[config.mk]
export PLATFORM = sky130hd
export DESIGN_NAME = seg_scan4_flat
export DESIGN_NICKNAME = d
export VERILOG_FILES = /design/src/rtl/seg_scan4_pkg.sv /design/src/rtl/seg_scan4_if.sv /design/src/rtl/seg_scan4_seg7_decode.sv /design/src/rtl/seg_scan4.sv /design/src/flat_wrapper.sv
export SDC_FILE = /design/constraint.sdc
export NUM_CORES = 1
export LEC_CHECK = 0
export CAP_MARGIN = 20
export CORE_ASPECT_RATIO = 0.6
export CORE_UTILIZATION = 25
export CTS_CLUSTER_DIAMETER = 200
export DETAILED_ROUTE_END_ITERATION = 10
export PLACE_DENSITY = 0.49
export SYNTH_ARGS = -nofsm -noshare
export SYNTH_HDL_FRONTEND = slang
export SYNTH_HIERARCHICAL = 1
export SYNTH_SLANG_ARGS = --single-unit
[constraint.sdc]
create_clock -name clk -period 3.98 [get_ports clk]
set_input_delay 0.398 -clock clk [delete_from_list [all_inputs] [get_ports clk]]
set_output_delay 0.398 -clock clk [all_outputs]
set_load 0.01 [all_outputs]
[src/rtl/seg_scan4_pkg.sv]
`default_nettype none
// ============================================================================
// Package  : seg_scan4_pkg
// Purpose  : Shared 7-segment definitions for the display blocks. Patterns
//            are active-high with bit order {dp,g,f,e,d,c,b,a} (a = bit 0).
// Contents : bcd_t / seg_t types, SEG_0..SEG_9, SEG_DASH, SEG_BLANK,
//            bcd_to_seg() helper (values 10..15 map to a dash).
// Revision : 1.0 - initial release
// ============================================================================
package seg_scan4_pkg;

    typedef logic [3:0] bcd_t;
    typedef logic [7:0] seg_t;

    localparam int NUM_DIGITS = 4;

    localparam seg_t SEG_0     = 8'h3F;
    localparam seg_t SEG_1     = 8'h06;
    localparam seg_t SEG_2     = 8'h5B;
    localparam seg_t SEG_3     = 8'h4F;
    localparam seg_t SEG_4     = 8'h66;
    localparam seg_t SEG_5     = 8'h6D;
    localparam seg_t SEG_6     = 8'h7D;
    localparam seg_t SEG_7     = 8'h07;
    localparam seg_t SEG_8     = 8'h7F;
    localparam seg_t SEG_9     = 8'h6F;
    localparam seg_t SEG_DASH  = 8'h40;
    localparam seg_t SEG_BLANK = 8'h00;

    // Non-decimal codes render as a dash so a corrupted counter digit is
    // visible rather than silently shown as some numeral.
    function automatic seg_t bcd_to_seg(input bcd_t d);
        seg_t p;
        case (d)
            4'd0:    p = SEG_0;
            4'd1:    p = SEG_1;
            4'd2:    p = SEG_2;
            4'd3:    p = SEG_3;
            4'd4:    p = SEG_4;
            4'd5:    p = SEG_5;
            4'd6:    p = SEG_6;
            4'd7:    p = SEG_7;
            4'd8:    p = SEG_8;
            4'd9:    p = SEG_9;
            default: p = SEG_DASH;
        endcase
        return p;
    endfunction

endpackage : seg_scan4_pkg
`default_nettype wire

[src/rtl/seg_scan4_if.sv]
`default_nettype none
// ============================================================================
// Interface : seg_scan4_if
// Purpose   : Bundles the digit inputs and display outputs of seg_scan4.
// Signals   : bcd0..bcd3 (4b each, units..thousands), update (1b),
//             seg (8b {dp,g..a}), dig_sel (4b, bit i = digit i), frame (1b)
// Modports  : master - digit source / display observer
//             slave  - the scan driver (seg_scan4)
// Revision  : 1.0 - initial release
// ============================================================================
interface seg_scan4_if;
    import seg_scan4_pkg::*;

    bcd_t       bcd0;
    bcd_t       bcd1;
    bcd_t       bcd2;
    bcd_t       bcd3;
    logic       update;
    seg_t       seg;
    logic [3:0] dig_sel;
    logic       frame;

    modport master (
        output bcd0,
        output bcd1,
        output bcd2,
        output bcd3,
        output update,
        input  seg,
        input  dig_sel,
        input  frame
    );

    modport slave (
        input  bcd0,
        input  bcd1,
        input  bcd2,
        input  bcd3,
        input  update,
        output seg,
        output dig_sel,
        output frame
    );

endinterface : seg_scan4_if
`default_nettype wire

[src/rtl/seg_scan4_seg7_decode.sv]
`default_nettype none
// ============================================================================
// Module   : seg7_decode
// Purpose  : Combinational BCD to 7-segment decoder with blank override.
//            Output is always active-high; polarity is applied by the user.
// Ports    : bcd     in  4  digit value (10..15 decode as a dash)
//            blank   in  1  1 = force all segments off
//            pattern out 8  {dp,g,f,e,d,c,b,a}, dp always 0
// Revision : 1.0 - initial release
// ============================================================================
module seg7_decode
    import seg_scan4_pkg::*;
(
    input  bcd_t bcd,
    input  logic blank,
    output seg_t pattern
);

    always_comb begin
        pattern = SEG_BLANK;
        if (!blank) begin
            pattern = bcd_to_seg(bcd);
        end
    end

endmodule : seg7_decode
`default_nettype wire

[src/rtl/seg_scan4.sv]
`default_nettype none
// ============================================================================
// Module   : seg_scan4
// Purpose  : 4-digit multiplexed 7-segment scan driver for the frequency
//            meter. Snapshots the counter digits at frame boundaries,
//            blanks leading zeros and rotates the digit selects with a
//            dead time after every switch to avoid ghosting.
// Ports    : clk      in  1  system clock
//            rst_n    in  1  asynchronous active-low reset
//            bus      slave modport of seg_scan4_if:
//              bcd0..3 in  4 each  units..thousands digits
//              update  in  1       1 = refresh snapshot at next frame
//              seg     out 8       {dp,g..a}, polarity per SEG_ACT_LOW
//              dig_sel out 4       digit enables, polarity per DIG_ACT_LOW
//              frame   out 1       1-clk pulse at each frame boundary
// Revision : 1.0 - initial release
// ============================================================================
module seg_scan4
    import seg_scan4_pkg::*;
#(
    parameter int CLK_FRE     = 12_000_000,
    parameter int SCAN_HZ     = 1000,
    parameter int DEAD_CYC    = 4,
    parameter int SEG_ACT_LOW = 1,
    parameter int DIG_ACT_LOW = 1,
    parameter int BLANK_LZ    = 1
) (
    input  logic         clk,
    input  logic         rst_n,
    seg_scan4_if.slave   bus
);

    localparam int SCAN_DIV = CLK_FRE / SCAN_HZ;
    localparam int CNT_W    = (SCAN_DIV > 1) ? $clog2(SCAN_DIV) : 1;
    localparam int DEAD_W   = (DEAD_CYC > 0) ? $clog2(DEAD_CYC + 1) : 1;

    localparam logic [CNT_W-1:0]  C_CNT_MAX   = CNT_W'(SCAN_DIV - 1);
    localparam logic [CNT_W-1:0]  C_CNT_ONE   = CNT_W'(1);
    localparam logic [DEAD_W-1:0] C_DEAD_LOAD = DEAD_W'(DEAD_CYC);
    localparam logic [DEAD_W-1:0] C_DEAD_ONE  = DEAD_W'(1);
    localparam logic [1:0]        C_IDX_LAST  = 2'd3;
    localparam seg_t              C_SEG_OFF   = (SEG_ACT_LOW != 0) ? 8'hFF : 8'h00;
    localparam logic [3:0]        C_DIG_OFF   = (DIG_ACT_LOW != 0) ? 4'hF : 4'h0;

    // ------------------------------------------------------------------------
    // State
    // ------------------------------------------------------------------------
    logic [CNT_W-1:0]  r_cnt;
    logic [1:0]        r_idx;
    logic [DEAD_W-1:0] r_dead;
    bcd_t [3:0]        r_shadow;
    seg_t              r_seg;
    logic [3:0]        r_dig_sel;
    logic              r_frame;

    // ------------------------------------------------------------------------
    // Next-state logic
    // ------------------------------------------------------------------------
    logic              w_tick;
    logic              w_frame_tick;
    logic [CNT_W-1:0]  w_cnt_nxt;
    logic [1:0]        w_idx_nxt;
    logic [DEAD_W-1:0] w_dead_nxt;
    logic [3:0]        w_dig_hi;
    logic [3:0]        w_dig_nxt;

    assign w_tick       = (r_cnt == C_CNT_MAX);
    assign w_frame_tick = w_tick && (r_idx == C_IDX_LAST);

    always_comb begin
        w_cnt_nxt  = r_cnt + C_CNT_ONE;
        w_idx_nxt  = r_idx;
        w_dead_nxt = r_dead;
        if (w_tick) begin
            w_cnt_nxt  = '0;
            w_idx_nxt  = r_idx + 2'd1;
            w_dead_nxt = C_DEAD_LOAD;
        end else if (r_dead != '0) begin
            w_dead_nxt = r_dead - C_DEAD_ONE;
        end
    end

    // The select register is computed from next-state idx/dead so the enable
    // lines up exactly with the dead counter reaching zero, and stays off
    // through reset until the counter says otherwise.
    always_comb begin
        w_dig_hi  = 4'b0001 << w_idx_nxt;
        w_dig_nxt = C_DIG_OFF;
        if (w_dead_nxt == '0) begin
            w_dig_nxt = (DIG_ACT_LOW != 0) ? ~w_dig_hi : w_dig_hi;
        end
    end

    // ------------------------------------------------------------------------
    // Leading-zero blanking, evaluated on the snapshot so it is frame-stable.
    // Any nonzero code, including invalid ones, breaks the blanking chain.
    // ------------------------------------------------------------------------
    logic       w_lz_en;
    logic [3:0] w_blank;

    assign w_lz_en = (BLANK_LZ != 0);

    always_comb begin
        w_blank    = 4'b0000;
        w_blank[3] = w_lz_en && (r_shadow[3] == 4'd0);
        w_blank[2] = w_blank[3] && (r_shadow[2] == 4'd0);
        w_blank[1] = w_blank[2] && (r_shadow[1] == 4'd0);
    end

    // ------------------------------------------------------------------------
    // Segment decode of the currently selected digit
    // ------------------------------------------------------------------------
    bcd_t w_cur_bcd;
    logic w_cur_blank;
    seg_t w_pattern;
    seg_t w_seg_nxt;

    assign w_cur_bcd   = r_shadow[r_idx];
    assign w_cur_blank = w_blank[r_idx];

    seg7_decode u_decode (
        .bcd     (w_cur_bcd),
        .blank   (w_cur_blank),
        .pattern (w_pattern)
    );

    assign w_seg_nxt = (SEG_ACT_LOW != 0) ? ~w_pattern : w_pattern;

    // ------------------------------------------------------------------------
    // Registers
    // ------------------------------------------------------------------------
    always_ff @(posedge clk or negedge rst_n) begin
        if (!rst_n) begin
            r_cnt     <= '0;
            r_idx     <= 2'd0;
            r_dead    <= '0;
            r_shadow  <= '0;
            r_seg     <= C_SEG_OFF;
            r_dig_sel <= C_DIG_OFF;
            r_frame   <= 1'b0;
        end else begin
            r_cnt     <= w_cnt_nxt;
            r_idx     <= w_idx_nxt;
            r_dead    <= w_dead_nxt;
            r_seg     <= w_seg_nxt;
            r_dig_sel <= w_dig_nxt;
            r_frame   <= w_frame_tick;
            // Inputs are only looked at on the frame-boundary tick, so the
            // counter may update its digits freely at any other time.
            if (w_frame_tick && bus.update) begin
                r_shadow <= {bus.bcd3, bus.bcd2, bus.bcd1, bus.bcd0};
            end
        end
    end

    assign bus.seg     = r_seg;
    assign bus.dig_sel = r_dig_sel;
    assign bus.frame   = r_frame;

endmodule : seg_scan4
`default_nettype wire

[src/flat_wrapper.sv]
// flat-port wrapper written by rule: the top's interface ports become plain ports
module seg_scan4_flat import seg_scan4_pkg::*;
#(
    parameter int CLK_FRE     = 12_000_000,
    parameter int SCAN_HZ     = 1000,
    parameter int DEAD_CYC    = 4,
    parameter int SEG_ACT_LOW = 1,
    parameter int DIG_ACT_LOW = 1,
    parameter int BLANK_LZ    = 1
)
  (clk, rst_n, bus_bcd0, bus_bcd1, bus_bcd2, bus_bcd3, bus_update, bus_seg, bus_dig_sel, bus_frame);
  seg_scan4_if bus_i ();
  input  logic clk;
  input  logic rst_n;
  input wire logic [$bits(bus_i.bcd0)-1:0] bus_bcd0;
  input wire logic [$bits(bus_i.bcd1)-1:0] bus_bcd1;
  input wire logic [$bits(bus_i.bcd2)-1:0] bus_bcd2;
  input wire logic [$bits(bus_i.bcd3)-1:0] bus_bcd3;
  input wire logic [$bits(bus_i.update)-1:0] bus_update;
  output wire logic [$bits(bus_i.seg)-1:0] bus_seg;
  output wire logic [$bits(bus_i.dig_sel)-1:0] bus_dig_sel;
  output wire logic [$bits(bus_i.frame)-1:0] bus_frame;
  assign bus_i.bcd0 = bus_bcd0;
  assign bus_i.bcd1 = bus_bcd1;
  assign bus_i.bcd2 = bus_bcd2;
  assign bus_i.bcd3 = bus_bcd3;
  assign bus_i.update = bus_update;
  assign bus_seg = bus_i.seg;
  assign bus_dig_sel = bus_i.dig_sel;
  assign bus_frame = bus_i.frame;
  seg_scan4 #(.CLK_FRE(CLK_FRE), .SCAN_HZ(SCAN_HZ), .DEAD_CYC(DEAD_CYC), .SEG_ACT_LOW(SEG_ACT_LOW), .DIG_ACT_LOW(DIG_ACT_LOW), .BLANK_LZ(BLANK_LZ)) u_core (.clk(clk), .rst_n(rst_n), .bus(bus_i));
endmodule
==> impl_metrics.yaml <==
floorplan:
  core_area_mm2: 0.00882
  die_h_um: 77.2
  die_area_mm2: 0.00982
  die-width_um: 127
  start_util_pct: 26.7
  row_count: 26
  ioPinCount: 32
job:
  maxCapViolations: 0
sta:
  hold_violations: 0
  maxSlewHeadroom_pct: 37.0
  worst_slew_pin_slew_ps: 945
  tns_ps: 0
  period_share_pct: 72.7
  rsz0062_at_grt: "false"
  whs_ps: 74.4
  max_freq_ghz: 0.346
  drv_slew: 0
  setup_viol: 0
  min_period_ps: 2890
  setup_slack_ps: 1090
  fin_skew_ps: 5.91
global_route:
  gr-total-overflow: 0
  grt_max_degree: 49
  grt_pass1_vias: 1367
  grt_usage_pct: 10.2
  antenna_found_initial: 0
  grt_pass1_wl_mm: 7.40
clock_tree:
  cts_root_buffer: "clkbuf_16"
  cts_buffer_depth: 2
  cts.sinks: 48
  cts_tree: "done"
  clk_latency_ps: 290
  holdBufCountCts: 0
  htree_num_levels: 2
  ctsResizeCount: 0
  cts_buffers: 5
  cts.reportedPaths.clkPinSlew_ps: 70
  cts_setup_buffers: 0
setup_path:
  r2r-start: "u_core/r_cnt[8]$_DFF_PN0_"
  startpoint_type: "flop"
  cp.arrival_ps: 3070
  path_class: "flop to flop"
  end_kind: "flop"
  crit_path_start: "u_core/r_cnt[8]$_DFF_PN0_"
  worstPathRequired_ps: 4160
  cp_max_fo: 18
yosys:
  ys_types: 46
  yosys.area_share.simple_pct: 13.5
  synth_fa_ha_area_share_pct: 5.32
  synth_top_family_by_area: "multiplexers"
  synth_compound_area_share_pct: 5.64
  synth_warnings: 6
  synth-edff-count: 0
  synth_ff_type: "dfrtp_1"
  ys_seq_area_share_pct: 51.7
  synth_seq_cells: 48
  postSynthCellCount: 196
  synth_area_mm2: 0.00235
  synth.avg_cell_area_um2: 12.0
  syn_nets: 225
  async_reset_ff_share_pct: 100
  synthMuxAreaShare_pct: 14.0
  synthXorXnorAreaFrac_pct: 3.72
place:
  gp_congestion: 0.739
  port_buffers: 31
  dpl_worst_slack_ps: 1110
  dpl.hpwl_mm: 3.31
final_layout:
  area_delta_synth_final_pct: 24.8
  finalNetCount: 258
  layout_commonest_cell: "dfrtp_1"
  most-common-layout-cells: "dfrtp_1 (36), clkdlybuf4s50_1 (30), inv_1 (19), nor2_1 (15), dfstp_2 (12)"
  drive_above_1_share_pct: 21.7
  antenna_cells: 0
drt:
  dr_total_vias: 1499
  totalWireLength_mm: 4.59
  ant_nets: 0
  dr.pass1.iters: 4
  routedWlPerCell_um: 12.9
  drt_iter0_drc: 92
  drc: 0
  vias_per_cell: 4.21
status:
  outcome: "complete, no violations"
hold_path:
  min_path_type: "input port to async pin"
power_and_ir_drop:
  p_per_area_mw_per_mm2: 327
  peakVddDrop_mv: 0.147
  leakagePower_nw: 1.33
  total_power_mw: 0.960
[per-stage QoR]
stage	util, %	instances	instance area (µm²)
2_1_floorplan	-	196	2350
3_3_place_gp	31.3	347	2760
3_5_place_dp	31.3	347	2760
4_1_cts	33.1	355	2920
5_1_grt	33.3	356	2940
6_report	33.3	356	2940
[cell usage after synthesis (3+ instances only)]
library cell	count	area, µm²
dfstp_2	12	315
nand3_1	8	40.0
inv_1	19	71.3
nor3_1	4	20.0
nor2_1	15	56.3
nand4_1	4	25.0
ha_1	10	125
nand2_1	6	22.5
nor2b_1	3	18.8
mux4_2	4	90.1
mux2_2	7	78.8
dfrtp_1	36	901
nor4_1	4	25.0
mux2_4	10	150
xor2_1	7	61.3
a21oi_1	6	30.0
xnor2_1	3	26.3
[layer usage]
layer,routed length [µm],GRT usage [%],vias up
met1,2670,16.3,721
met5,0,0,-
met2,1610,11.1,35
met4,87,5.36,0
met3,223,3.42,7
li1,-,-,736
[report_power, final]
| part | internal, mW | switching (mW) |
|---|---|---|
| clock network | 0.250 | 0.190 |
| registers | 0.489 | 0.000124 |
| logic | 0.0180 | 0.0133 |
[registers in the layout, summed over array words and instances (netlist names)]
signal and cells:
u_core/bus.dig_sel 4, u_core/bus.frame 1, u_core/bus.seg 8, u_core/r_cnt 14, u_core/r_dead 3, u_core/r_idx 2
u_core/r_shadow 16
[worst paths after layout]
check | to | cells past startpoint | slack [ps]
setup reg to reg | u_core/r_shadow[7]$_DFFE_PN0P_ | 5 | 1090
max in group asynchronous | u_core/r_shadow[2]$_DFFE_PN0P_ | 2 | 3380
min in group clk | u_core/r_cnt[4]$_DFF_PN0_ | 1 | 510
hold / removal | u_core/bus.frame$_DFF_PN0_ | 1 | 70
hold reg to reg | u_core/r_cnt[4]$_DFF_PN0_ | 1 | 510
setup / recovery | u_core/r_shadow[7]$_DFFE_PN0P_ | 5 | 1090
[logic make-up (layout without fill, tap and decap cells)]
logic type,after synthesis,after routing
AO/OA/AOI/OAI,20,20
XOR/XNOR,10,10
adder cells (fa/ha/maj),10,10
buffers and inverters,28,62
flip-flops,48,48
multiplexers,22,22
other,1,1
AND/OR/NAND/NOR,57,57
[worst max-delay path: stages, from the launching register on]
cell and delay [ps]:
dfrtp_1 470, or4b_4 560, nor4_4 250, buf_4 270, and3_1 820, mux2_2 410
[final cells by class]
cell class / count / area (µm²)
clock buffer: 6 / 139
clock inverter: 2 / 15.0
fill: 889 / 5880
inverter: 21 / 81.3
multi-input combinational: 120 / 995
sequential: 48 / 1220
tap: 126 / 158
timing repair buffer: 33 / 333
Note: power is estimated with default switching activity, not from simulation.
